==> src/rtl/riscv_dec_pkg.sv <==
// rtl/riscv_dec_pkg.sv - RV32I decode constants, op-vector bit indices and bundle type
package riscv_dec_pkg;
    localparam logic [6:0] OPC_OP     = 7'b0110011;
    localparam logic [6:0] OPC_OP_IMM = 7'b0010011;
    localparam logic [6:0] OPC_LOAD   = 7'b0000011;
    localparam logic [6:0] OPC_STORE  = 7'b0100011;
    localparam logic [6:0] OPC_BRANCH = 7'b1100011;
    localparam logic [6:0] OPC_LUI    = 7'b0110111;
    localparam logic [6:0] OPC_AUIPC  = 7'b0010111;
    localparam logic [6:0] OPC_JAL    = 7'b1101111;
    localparam logic [6:0] OPC_JALR   = 7'b1100111;
    localparam logic [6:0] OPC_SYSTEM = 7'b1110011;

    localparam int OP_W = 38;
    localparam logic [5:0] OP_BEQ  = 6'd0,  OP_BNE  = 6'd1,  OP_BLT  = 6'd2,  OP_BGE   = 6'd3;
    localparam logic [5:0] OP_BLTU = 6'd4,  OP_BGEU = 6'd5,  OP_ADD  = 6'd6,  OP_SUB   = 6'd7;
    localparam logic [5:0] OP_SLL  = 6'd8,  OP_SLT  = 6'd9,  OP_SLTU = 6'd10, OP_XOR   = 6'd11;
    localparam logic [5:0] OP_SRL  = 6'd12, OP_SRA  = 6'd13, OP_OR   = 6'd14, OP_AND   = 6'd15;
    localparam logic [5:0] OP_ADDI = 6'd16, OP_SLTI = 6'd17, OP_SLTIU = 6'd18, OP_XORI = 6'd19;
    localparam logic [5:0] OP_ORI  = 6'd20, OP_ANDI = 6'd21, OP_SLLI = 6'd22, OP_SRLI  = 6'd23;
    localparam logic [5:0] OP_SRAI = 6'd24, OP_LUI  = 6'd25, OP_AUIPC = 6'd26, OP_JAL  = 6'd27;
    localparam logic [5:0] OP_JALR = 6'd28, OP_LB   = 6'd29, OP_LH   = 6'd30, OP_LW    = 6'd31;
    localparam logic [5:0] OP_LBU  = 6'd32, OP_LHU  = 6'd33, OP_SB   = 6'd34, OP_SH    = 6'd35;
    localparam logic [5:0] OP_SW   = 6'd36, OP_ECALL = 6'd37;

    typedef enum logic [2:0] {IMM_I, IMM_S, IMM_B, IMM_U, IMM_J, IMM_NONE} imm_fmt_e;

    typedef struct packed {
        logic [OP_W-1:0] op;
        logic [4:0]      rs1;
        logic [4:0]      rs2;
        logic [4:0]      rd;
        logic [31:0]     imm;
        logic            illegal;
        logic [31:0]     pc;
    } bundle_t;
endpackage

==> src/rtl/riscv_dec_comb.sv <==
// rtl/riscv_dec_comb.sv - combinational RV32I decoder: instruction word to op vector, fields, immediate
module riscv_dec_comb
    import riscv_dec_pkg::*;
(
    input  logic [31:0]     instr,
    output logic [OP_W-1:0] op,
    output logic [4:0]      rs1,
    output logic [4:0]      rs2,
    output logic [4:0]      rd,
    output logic [31:0]     imm,
    output logic            illegal
);
    logic [6:0] opc;
    logic [2:0] f3;
    logic [6:0] f7;
    logic [5:0] sel;
    logic       legal, use_rs1, use_rs2, use_rd, shamt;
    imm_fmt_e   fmt;

    assign opc = instr[6:0];
    assign f3  = instr[14:12];
    assign f7  = instr[31:25];

    always_comb begin
        legal = 1'b0; sel = '0; fmt = IMM_NONE; shamt = 1'b0;
        use_rs1 = 1'b0; use_rs2 = 1'b0; use_rd = 1'b0;
        case (opc)
            OPC_OP: begin
                use_rs1 = 1'b1; use_rs2 = 1'b1; use_rd = 1'b1; legal = 1'b1;
                case ({f7, f3})
                    {7'h00, 3'd0}: sel = OP_ADD;
                    {7'h20, 3'd0}: sel = OP_SUB;
                    {7'h00, 3'd1}: sel = OP_SLL;
                    {7'h00, 3'd2}: sel = OP_SLT;
                    {7'h00, 3'd3}: sel = OP_SLTU;
                    {7'h00, 3'd4}: sel = OP_XOR;
                    {7'h00, 3'd5}: sel = OP_SRL;
                    {7'h20, 3'd5}: sel = OP_SRA;
                    {7'h00, 3'd6}: sel = OP_OR;
                    {7'h00, 3'd7}: sel = OP_AND;
                    default:       legal = 1'b0;
                endcase
            end
            OPC_OP_IMM: begin
                use_rs1 = 1'b1; use_rd = 1'b1; fmt = IMM_I; legal = 1'b1;
                case (f3)
                    3'd0: sel = OP_ADDI;
                    3'd2: sel = OP_SLTI;
                    3'd3: sel = OP_SLTIU;
                    3'd4: sel = OP_XORI;
                    3'd6: sel = OP_ORI;
                    3'd7: sel = OP_ANDI;
                    3'd1: begin sel = OP_SLLI; shamt = 1'b1; legal = (f7 == 7'h00); end
                    default: begin
                        shamt = 1'b1;
                        sel   = (f7 == 7'h20) ? OP_SRAI : OP_SRLI;
                        legal = (f7 == 7'h00) || (f7 == 7'h20);
                    end
                endcase
            end
            OPC_LOAD: begin
                use_rs1 = 1'b1; use_rd = 1'b1; fmt = IMM_I; legal = 1'b1;
                case (f3)
                    3'd0: sel = OP_LB;
                    3'd1: sel = OP_LH;
                    3'd2: sel = OP_LW;
                    3'd4: sel = OP_LBU;
                    3'd5: sel = OP_LHU;
                    default: legal = 1'b0;
                endcase
            end
            OPC_STORE: begin
                use_rs1 = 1'b1; use_rs2 = 1'b1; fmt = IMM_S; legal = 1'b1;
                case (f3)
                    3'd0: sel = OP_SB;
                    3'd1: sel = OP_SH;
                    3'd2: sel = OP_SW;
                    default: legal = 1'b0;
                endcase
            end
            OPC_BRANCH: begin
                use_rs1 = 1'b1; use_rs2 = 1'b1; fmt = IMM_B; legal = 1'b1;
                case (f3)
                    3'd0: sel = OP_BEQ;
                    3'd1: sel = OP_BNE;
                    3'd4: sel = OP_BLT;
                    3'd5: sel = OP_BGE;
                    3'd6: sel = OP_BLTU;
                    3'd7: sel = OP_BGEU;
                    default: legal = 1'b0;
                endcase
            end
            OPC_LUI:   begin use_rd = 1'b1; fmt = IMM_U; sel = OP_LUI;   legal = 1'b1; end
            OPC_AUIPC: begin use_rd = 1'b1; fmt = IMM_U; sel = OP_AUIPC; legal = 1'b1; end
            OPC_JAL:   begin use_rd = 1'b1; fmt = IMM_J; sel = OP_JAL;   legal = 1'b1; end
            OPC_JALR: begin
                use_rs1 = 1'b1; use_rd = 1'b1; fmt = IMM_I; sel = OP_JALR;
                legal = (f3 == 3'd0);
            end
            OPC_SYSTEM: begin sel = OP_ECALL; legal = (instr == 32'h0000_0073); end
            default: legal = 1'b0;
        endcase
    end

    // Illegal words leave every field zero so execute never sees stale register indices.
    always_comb begin
        op = '0; rs1 = '0; rs2 = '0; rd = '0; imm = '0;
        illegal = !legal;
        if (legal) begin
            op[sel] = 1'b1;
            rs1 = use_rs1 ? instr[19:15] : 5'd0;
            rs2 = use_rs2 ? instr[24:20] : 5'd0;
            rd  = use_rd  ? instr[11:7]  : 5'd0;
            case (fmt)
                IMM_I: imm = {{20{instr[31]}}, instr[31:20]};
                IMM_S: imm = {{20{instr[31]}}, instr[31:25], instr[11:7]};
                IMM_B: imm = {{19{instr[31]}}, instr[31], instr[7], instr[30:25], instr[11:8], 1'b0};
                IMM_U: imm = {instr[31:12], 12'b0};
                IMM_J: imm = {{11{instr[31]}}, instr[31], instr[19:12], instr[20], instr[30:21], 1'b0};
                default: imm = '0;
            endcase
            if (shamt) imm = {27'b0, instr[24:20]};
        end
    end
endmodule

==> src/rtl/riscv_decode_stage.sv <==
// rtl/riscv_decode_stage.sv - registered RV32I decode stage with valid/ready handshakes
// Optional RV_DECODE_SKID_EN adds a skid register so in_ready comes straight from a flop.
module riscv_decode_stage
    import riscv_dec_pkg::*;
(
    input  logic            clk,
    input  logic            rst,
    input  logic            flush,
    input  logic            in_valid,
    output logic            in_ready,
    input  logic [31:0]     in_instr,
    input  logic [31:0]     in_pc,
    output logic            out_valid,
    input  logic            out_ready,
    output logic [OP_W-1:0] out_op,
    output logic            out_is_jump,
    output logic [4:0]      out_rs1,
    output logic [4:0]      out_rs2,
    output logic [4:0]      out_rd,
    output logic [31:0]     out_imm,
    output logic [31:0]     out_pc,
    output logic            out_illegal
);
    logic [OP_W-1:0] d_op;
    logic [4:0]      d_rs1, d_rs2, d_rd;
    logic [31:0]     d_imm;
    logic            d_illegal;
    bundle_t         dec, out_q;
    logic            out_v, push;

    riscv_dec_comb u_dec (
        .instr   (in_instr),
        .op      (d_op),
        .rs1     (d_rs1),
        .rs2     (d_rs2),
        .rd      (d_rd),
        .imm     (d_imm),
        .illegal (d_illegal)
    );

    assign dec  = '{op: d_op, rs1: d_rs1, rs2: d_rs2, rd: d_rd, imm: d_imm, illegal: d_illegal, pc: in_pc};
    assign push = in_valid && in_ready;

`ifdef RV_DECODE_SKID_EN
    bundle_t skid_q;
    logic    skid_v, load;

    assign in_ready = !skid_v;
    assign load     = out_ready || !out_v;

    // The skid entry always drains before a new input, which keeps bundle order intact.
    always_ff @(posedge clk or posedge rst) begin
        if (rst) begin
            out_v  <= 1'b0;
            out_q  <= '0;
            skid_v <= 1'b0;
            skid_q <= '0;
        end else if (flush) begin
            out_v  <= 1'b0;
            skid_v <= 1'b0;
        end else if (load) begin
            if (skid_v) begin
                out_q  <= skid_q;
                out_v  <= 1'b1;
                skid_v <= 1'b0;
            end else if (push) begin
                out_q <= dec;
                out_v <= 1'b1;
            end else begin
                out_v <= 1'b0;
            end
        end else if (push) begin
            skid_q <= dec;
            skid_v <= 1'b1;
        end
    end
`else
    assign in_ready = !out_v || out_ready;

    always_ff @(posedge clk or posedge rst) begin
        if (rst) begin
            out_v <= 1'b0;
            out_q <= '0;
        end else if (flush) begin
            out_v <= 1'b0;
        end else if (push) begin
            out_q <= dec;
            out_v <= 1'b1;
        end else if (out_ready) begin
            out_v <= 1'b0;
        end
    end
`endif

    assign out_valid   = out_v;
    assign out_op      = out_q.op;
    assign out_is_jump = out_q.op[OP_JAL] | out_q.op[OP_JALR];
    assign out_rs1     = out_q.rs1;
    assign out_rs2     = out_q.rs2;
    assign out_rd      = out_q.rd;
    assign out_imm     = out_q.imm;
    assign out_pc      = out_q.pc;
    assign out_illegal = out_q.illegal;
endmodule

==> config.mk <==
export PLATFORM = sky130hd
export DESIGN_NAME = riscv_decode_stage
export DESIGN_NICKNAME = d
export VERILOG_FILES = /design/src/rtl/riscv_dec_pkg.sv /design/src/rtl/riscv_dec_comb.sv /design/src/rtl/riscv_decode_stage.sv
export SDC_FILE = /design/constraint.sdc
export NUM_CORES = 1
export LEC_CHECK = 0
export BUFFER_PORTS_ARGS = -buffer_cell sky130_fd_sc_hd__buf_2
export CORE_MARGIN = 5
export CORE_UTILIZATION = 35
export CTS_CLUSTER_SIZE = 30
export DETAILED_ROUTE_END_ITERATION = 6
export PLACE_DENSITY = 0.7
export SLEW_MARGIN = 20
export SYNTH_ARGS = -nofsm -noshare
export SYNTH_HDL_FRONTEND = slang
export SYNTH_SLANG_ARGS = --single-unit
==> constraint.sdc <==
create_clock -name clk -period 3.95 [get_ports clk]
set_input_delay 0.5925 -clock clk [delete_from_list [all_inputs] [get_ports clk]]
set_output_delay 0.5925 -clock clk [all_outputs]
set_load 0.01 [all_outputs]
# Word level (Yosys, flattened, before mapping)
# Index checks and enable logic that the tools add are counted.
[word_totals] wordCells=101 in_bits=69 regBits=119
[op_classes] n_mux=34 bitwise_logic=2 reduce_logical=23 eq_ne=32 n_lt_le_gt_ge=2
[ops] cell="32-bit one-hot mux with 5 select lines" n=1
[ops] cell="32-bit two-way mux" n=2
[ops] cell="6-bit one-hot mux with 10 select lines" n=1
[ops] cell="6-bit one-hot mux with 7 select lines" n=1
[ops] cell="10-bit by 3-bit == test with 1-bit output, second input constant" n=4
[ops] cell="4-bit one-hot mux with 10 select lines" n=1
[ops] cell="38-bit two-way mux" n=1
[ops] cell="32-bit by 7-bit == test with 1-bit output, second input constant" n=1
[ops] cell="5-bit two-way mux" n=6
[ops] cell="3-bit one-hot mux with 5 select lines" n=2
[ops] cell="6-bit one-hot mux with 5 select lines" n=1
[ops] cell="7-bit by 6-bit == test with 1-bit output, second input constant" n=4
[ops] cell="7-bit == test, second input constant" n=4
[ops] cell="10-bit by 2-bit == test with 1-bit output, second input constant" n=2
[ops] cell="10-bit by 9-bit == test with 1-bit output, second input constant" n=2
[ops] cell="6-bit one-hot mux with 3 select lines" n=1
[ops] cell="6-bit OR reduction" n=3
[ops] cell="3-bit == test, second input constant" n=5
[ops] cell="7-bit by 5-bit == test with 1-bit output, second input constant" n=2
[ops] cell="1-bit two-way mux" n=13
[ops] cell="3-bit by 2-bit == test with 1-bit output, second input constant" n=4
[ops] cell="3-bit OR reduction" n=4
[ops] cell="10-bit by 1-bit == test with 1-bit output, second input constant" n=1
[ops] cell="10-bit logical NOT" n=1
[ops] cell="21 further kinds" n=26

# Logic depth before layout (Yosys ltp)
[depth] depth_word=9 depth_mapped=9 mapped_depth_nobuf=6

# By module
# Synthesis repeated with hierarchy kept, for this count alone.
[hier_totals] hier_cells=545 area_unflattened_um2=6140.9
[modules_own_cells] module="riscv_decode_stage" cells_per_inst=257 instances=1 area_each_um2=4563.1 seq_area_each_um2=2977.9
[modules_own_cells] module="riscv_dec_comb" cells_per_inst=288 instances=1 area_each_um2=1577.8 seq_area_each_um2=0.0

# Worst setup path before layout
# OpenSTA, ideal clock, no wires.
[synth_path] kind="in2reg" from="input port in_instr[6]" to="register out_q, in the netlist out_op[23]" arrival_ns=2.233 stages=9 path_slack_ns=1.642 t_required_ns=3.874 path_cell_list="buf_6 -> nor4bb_1 -> buf_2 -> and3_4 -> and3_1 -> and3b_1 -> buf_6 -> or3_4 -> o21ai_2"
[synth_between] elab_chain_cells=7 word_cells_on_any_way=20 cone_classes="order compare (2); eq/ne (11); mux (5); reduce/logical (2)"
[synth_lines] element="start, declared" line="riscv_decode_stage.sv:11" text="input logic [31:0] in_instr,"
[synth_lines] element="7-bit == test, or another cell as far along" line="riscv_dec_comb.sv:27" text="case (opc)"
[synth_lines] element="6-bit one-hot mux with 10 select lines" line="riscv_dec_comb.sv:27"
[synth_lines] element="6-bit by 7-bit < comparator with 1-bit output (not written as such) or 6-bit by 1-bit >= comparator with 1-bit output (tied branches)" line="riscv_dec_comb.sv:110" text="op[sel] = 1'b1;"
[synth_lines] element="1-bit logical AND (not written as such)" line="riscv_dec_comb.sv:110"
[synth_lines] element="1-bit two-way mux (not written as such)" line="riscv_dec_comb.sv:110"
[synth_lines] element="1-bit demux with 6-bit select"
[synth_lines] element="38-bit two-way mux *" line="riscv_dec_comb.sv:109" text="if (legal) begin"
[synth_lines] element="end signal, assigned" line="riscv_decode_stage.sv:83" text="out_q <= '0;"
[synth_lines] element="end signal, assigned" line="riscv_decode_stage.sv:87" text="out_q <= dec;"
[synth_lines] element="end, declared" line="riscv_decode_stage.sv:28" text="bundle_t dec, out_q;"
# Mark *: on every way between the ends. The rest lies on a longest branch, timed or not.
# A chain may end at the register's enable or synchronous reset.

# Worst setup path after layout
[layout_path] from="input port in_instr[2]" to="register out_q, in the netlist out_op[0]"
# The elaborated chain is that of the path after synthesis.

==> tab_implementation.tex <==
\begin{tabular}{lr}
\hline
Metric & Value \\
\hline
\multicolumn{2}{l}{\textbf{CTS}} \\
Quantity of hold-fixing buffers added after cts & 0 \\
Root buffer cell & clkbuf\_16 \\
Clock tree from TritonCTS & built \\
Clock latency at the later pin of the worst-skew pair & approximately 0.41 ns \\
Quantity of gates resized following cts & 0 \\
Maximum buffer depth of the clock tree & 2 \\
Number of H-tree levels & 4 \\
Setup fix buffers added after clock tree synthesis & 0 \\
Clock-pin slew of the registers on the worst-case setup and hold paths & 0.05 ns \\
Sink count of the clock tree & 119 \\
CTS Buf Count & 17 \\
\multicolumn{2}{l}{\textbf{Logic synthesis}} \\
Seq cells post-synth & 119 \\
Fraction of registers with async set/reset & 100.0\% \\
Synth warn & 0 \\
Cell area after synthesis & roughly 0.0056 mm² \\
Post-synthesis instance total & about 540 \\
Post-synthesis cell type count & about 60 \\
Syn Nets & 610 \\
Post-synth EDFFs & 0 \\
Fraction of the yosys area taken by sequential cells & 53.52\% \\
Average instance area after synthesis & 10.28 µm² \\
Primary FF master, synth & dfrtp\_1 \\
\multicolumn{2}{l}{\textbf{Detailed routing}} \\
Vias after detailed routing & approximately 4.9k \\
Detailed router's first-iteration violation count & around 540 \\
Via-per-instance ratio & 5.208 \\
Count of antenna-violating nets left after detailed routing & 0 \\
Detail-routed net length per standard cell & approximately 18 µm \\
Total routed wirelength & 16.76 mm \\
Post-route DRC violation count & 0 \\
Number of search-and-repair iterations in the first detailed-routing pass & 5 \\
\multicolumn{2}{l}{\textbf{Floorplan}} \\
Die width & around 140 µm \\
Starting Density & about 35\% \\
DIE HEIGHT & 136.1 µm \\
IO Pins & 190 \\
Cell Rows & 46 \\
Die Footprint & 0.01852 mm² \\
Area of the core & 0.01571 mm² \\
\multicolumn{2}{l}{\textbf{Worst setup path}} \\
Required @ worst endpoint & 4.27 ns \\
Critical path fanouts, max & 20 \\
CP Launch Type & input port \\
WP data arrival & about 2.9 ns \\
Critical path type & input port to flop \\
CP endpoint kind & flop \\
Slack of the worst reg-to-reg path & roughly 1.8 ns \\
\multicolumn{2}{l}{\textbf{Finish}} \\
Final standard cell utilization of the core & a little under half \\
Fraction of layout instances using a drive strength above 1 & 37.77\% \\
Most frequent cells in the layout & buf\_2, dfrtp\_1, nand2\_1 \\
Non-filler cells, final & 944 \\
Total inserted antenna cells & 0 \\
Area growth syn-to-layout & 29.89\% \\
Number of nets at the end of the flow & 784 \\
Most common library cell in the layout ignoring fill and taps & buf\_2 \\
Post-route cell area & 0.007227 mm² \\
\multicolumn{2}{l}{\textbf{Timing}} \\
Setup repair after global routing missed its margin & false \\
Hold Vio Cnt, Final & 0 \\
Shortest clock period the worst path allows after layout & 2.531 ns \\
Ratio of final minimum period to clock period & 64.07\% \\
Highest attainable clock frequency & 0.3952 GHz \\
Fin. max-slew vios & 0 \\
Fin Clk Skew & 0.008159 ns \\
Final setup violation count & 0 \\
Sum of negative setup slack & 0 ns \\
Tightest Pin Transition & 0.8219 ns \\
Max-slew headroom & 45.01\% \\
\multicolumn{2}{l}{\textbf{Place}} \\
Port Buffer Count & 189 \\
Placed Cells incl. Taps & 912 \\
Cell area after placement & 0.006651 mm² \\
Final weighted congestion of routability-driven global placement & around 0.96 \\
DPL Wire Length & 12.36 mm \\
\multicolumn{2}{l}{\textbf{Power and ir drop}} \\
Share of total power consumed by net switching & about a quarter \\
Areal power density over the cells & 433.5 mW/mm² \\
Sequential share of power & a little over two fifths \\
Relative contribution of the clock network to total power & approximately 48\% \\
Worst-case vdd ir drop & roughly 0.29 mV \\
Design internal power & 2.356 mW \\
Tot Pwr & 3.133 mW \\
NetSw & just under 800 µW \\
Combinational fraction of design power & about a tenth \\
Leakage component of the power & 3.523 nW \\
\multicolumn{2}{l}{\textbf{Run status}} \\
Status & complete, no violations \\
\multicolumn{2}{l}{\textbf{Global route}} \\
Number of antenna violations at the first check in global routing & 0 \\
Largest net degree at the start of global routing & 119 \\
Gr ovfl total & 0 \\
Global-route wire length before repair & 26.01 mm \\
Number of global-route vias before repair & between 4k and 5k \\
Overall track demand over capacity in global routing & between 10\% and 20\% \\
\multicolumn{2}{l}{\textbf{Flow run}} \\
Count of max-cap constraint violations & 0 \\
\multicolumn{2}{l}{\textbf{Hold path}} \\
Worst Hold Class & input port to asynchronous set/reset pin \\
\hline
\end{tabular}
[layout make-up]
| type | count | area (µm²) |
|---|---|---|
| clock buffer | 20 | 446.7 |
| clock inverter | 12 | 128.9 |
| fill | 1526 | 8486 |
| inverter | 6 | 25.02 |
| multi-input combinational | 378 | 2377 |
| sequential | 119 | 2978 |
| tap | 216 | 270.3 |
| timing repair buffer | 193 | 1001 |
[power groups by stage]
stage / logic (mW) / clock network, mW / registers (mW)
final: 0.331 / 1.50 / 1.30
after CTS: 0.336 / 1.54 / 1.30
after detailed placement: 0.335 / 0 / 1.32
after global routing: 0.363 / 1.59 / 1.31
after global placement: 0.331 / 0 / 1.32
after floorplan: 0.162 / 0 / 1.35
[cell usage after synthesis (3+ instances only)]
cell type / number / area, µm²
clkbuf_1: 20 / 75.07
a22oi_1: 4 / 30.03
a22o_1: 22 / 192.7
o21ai_0: 57 / 285.3
and2_1: 3 / 18.77
nor3_1: 4 / 20.02
or2_2: 3 / 18.77
mux2_2: 32 / 360.4
a21oi_1: 30 / 150.1
nor4_1: 6 / 37.54
o22ai_1: 3 / 18.77
inv_1: 6 / 22.52
o21ai_1: 8 / 40.04
nand3b_1: 3 / 22.52
and4_1: 3 / 26.28
buf_2: 11 / 55.05
nand3_1: 12 / 60.06
nor2b_1: 4 / 25.02
and3_1: 7 / 43.79
a32o_1: 4 / 40.04
buf_4: 4 / 30.03
dfrtp_1: 119 / 2978
and3b_1: 3 / 26.28
nand2_1: 89 / 334.1
nand2b_1: 9 / 56.30
nand4_1: 4 / 25.02
o31ai_1: 4 / 30.03
nor2_1: 19 / 71.32
a211oi_1: 4 / 30.03
[per-stage QoR]
step	hold WS, ns	setup slack (ns)
after floorplan	0.5115	0.2000
after global placement	0.4555	1.079
after detailed placement	0.4689	1.010
after CTS	0.3373	1.459
after global routing	0.3424	1.228
final	0.3346	1.419
[cell families after synthesis]
group	Yosys count	synth area share [%]
buffers and inverters	44	3.755
XOR/XNOR	3	0.4723
flip-flops	119	53.52
AND/OR/NAND/NOR	187	17.67
multiplexers	32	6.476
AO/OA/AOI/OAI	156	18.10
[registers in the layout (all words and copies together) (netlist names)]
signal	count
out_rd	5
out_imm	32
out_rs2	5
out_op	38
out_rs1	5
out_valid	1
out_illegal	1
out_pc	32
[worst paths after layout]
| kind | end | from | cells after the start |
|---|---|---|---|
| setup / recovery | out_op[0] | in_instr[2] | 7 |
| max in group asynchronous | out_imm[14] | rst | 3 |
| hold / removal | out_pc[27] | rst | 2 |
| min in group clk | out_valid | flush | 2 |
| hold reg to reg | out_op[31] | out_op[31] | 2 |
| setup reg to reg | out_imm[27] | out_valid | 7 |
[layer usage]
| layer | routed length (µm) | vias up | track usage (%) | share of wire, % |
|---|---|---|---|---|
| li1 | - | 2298 | - | - |
| met1 | 7373 | 2381 | 23.63 | 44 |
| met2 | 7574 | 221 | 27.90 | 45 |
| met3 | 1616 | 16 | 6.921 | 9.6 |
| met4 | 199 | 0 | 5.263 | 1.2 |
| met5 | 0 | - | 0 | 0 |
[critical path: stages]
cell and delay (ns):
buf_2 0.29, and4bb_2 0.32, and4_1 0.22, a32o_1 0.26, nor4_4 0.59, nand3_2 0.31
o21ai_0 0.25
Power figures use the tool's default switching activity.
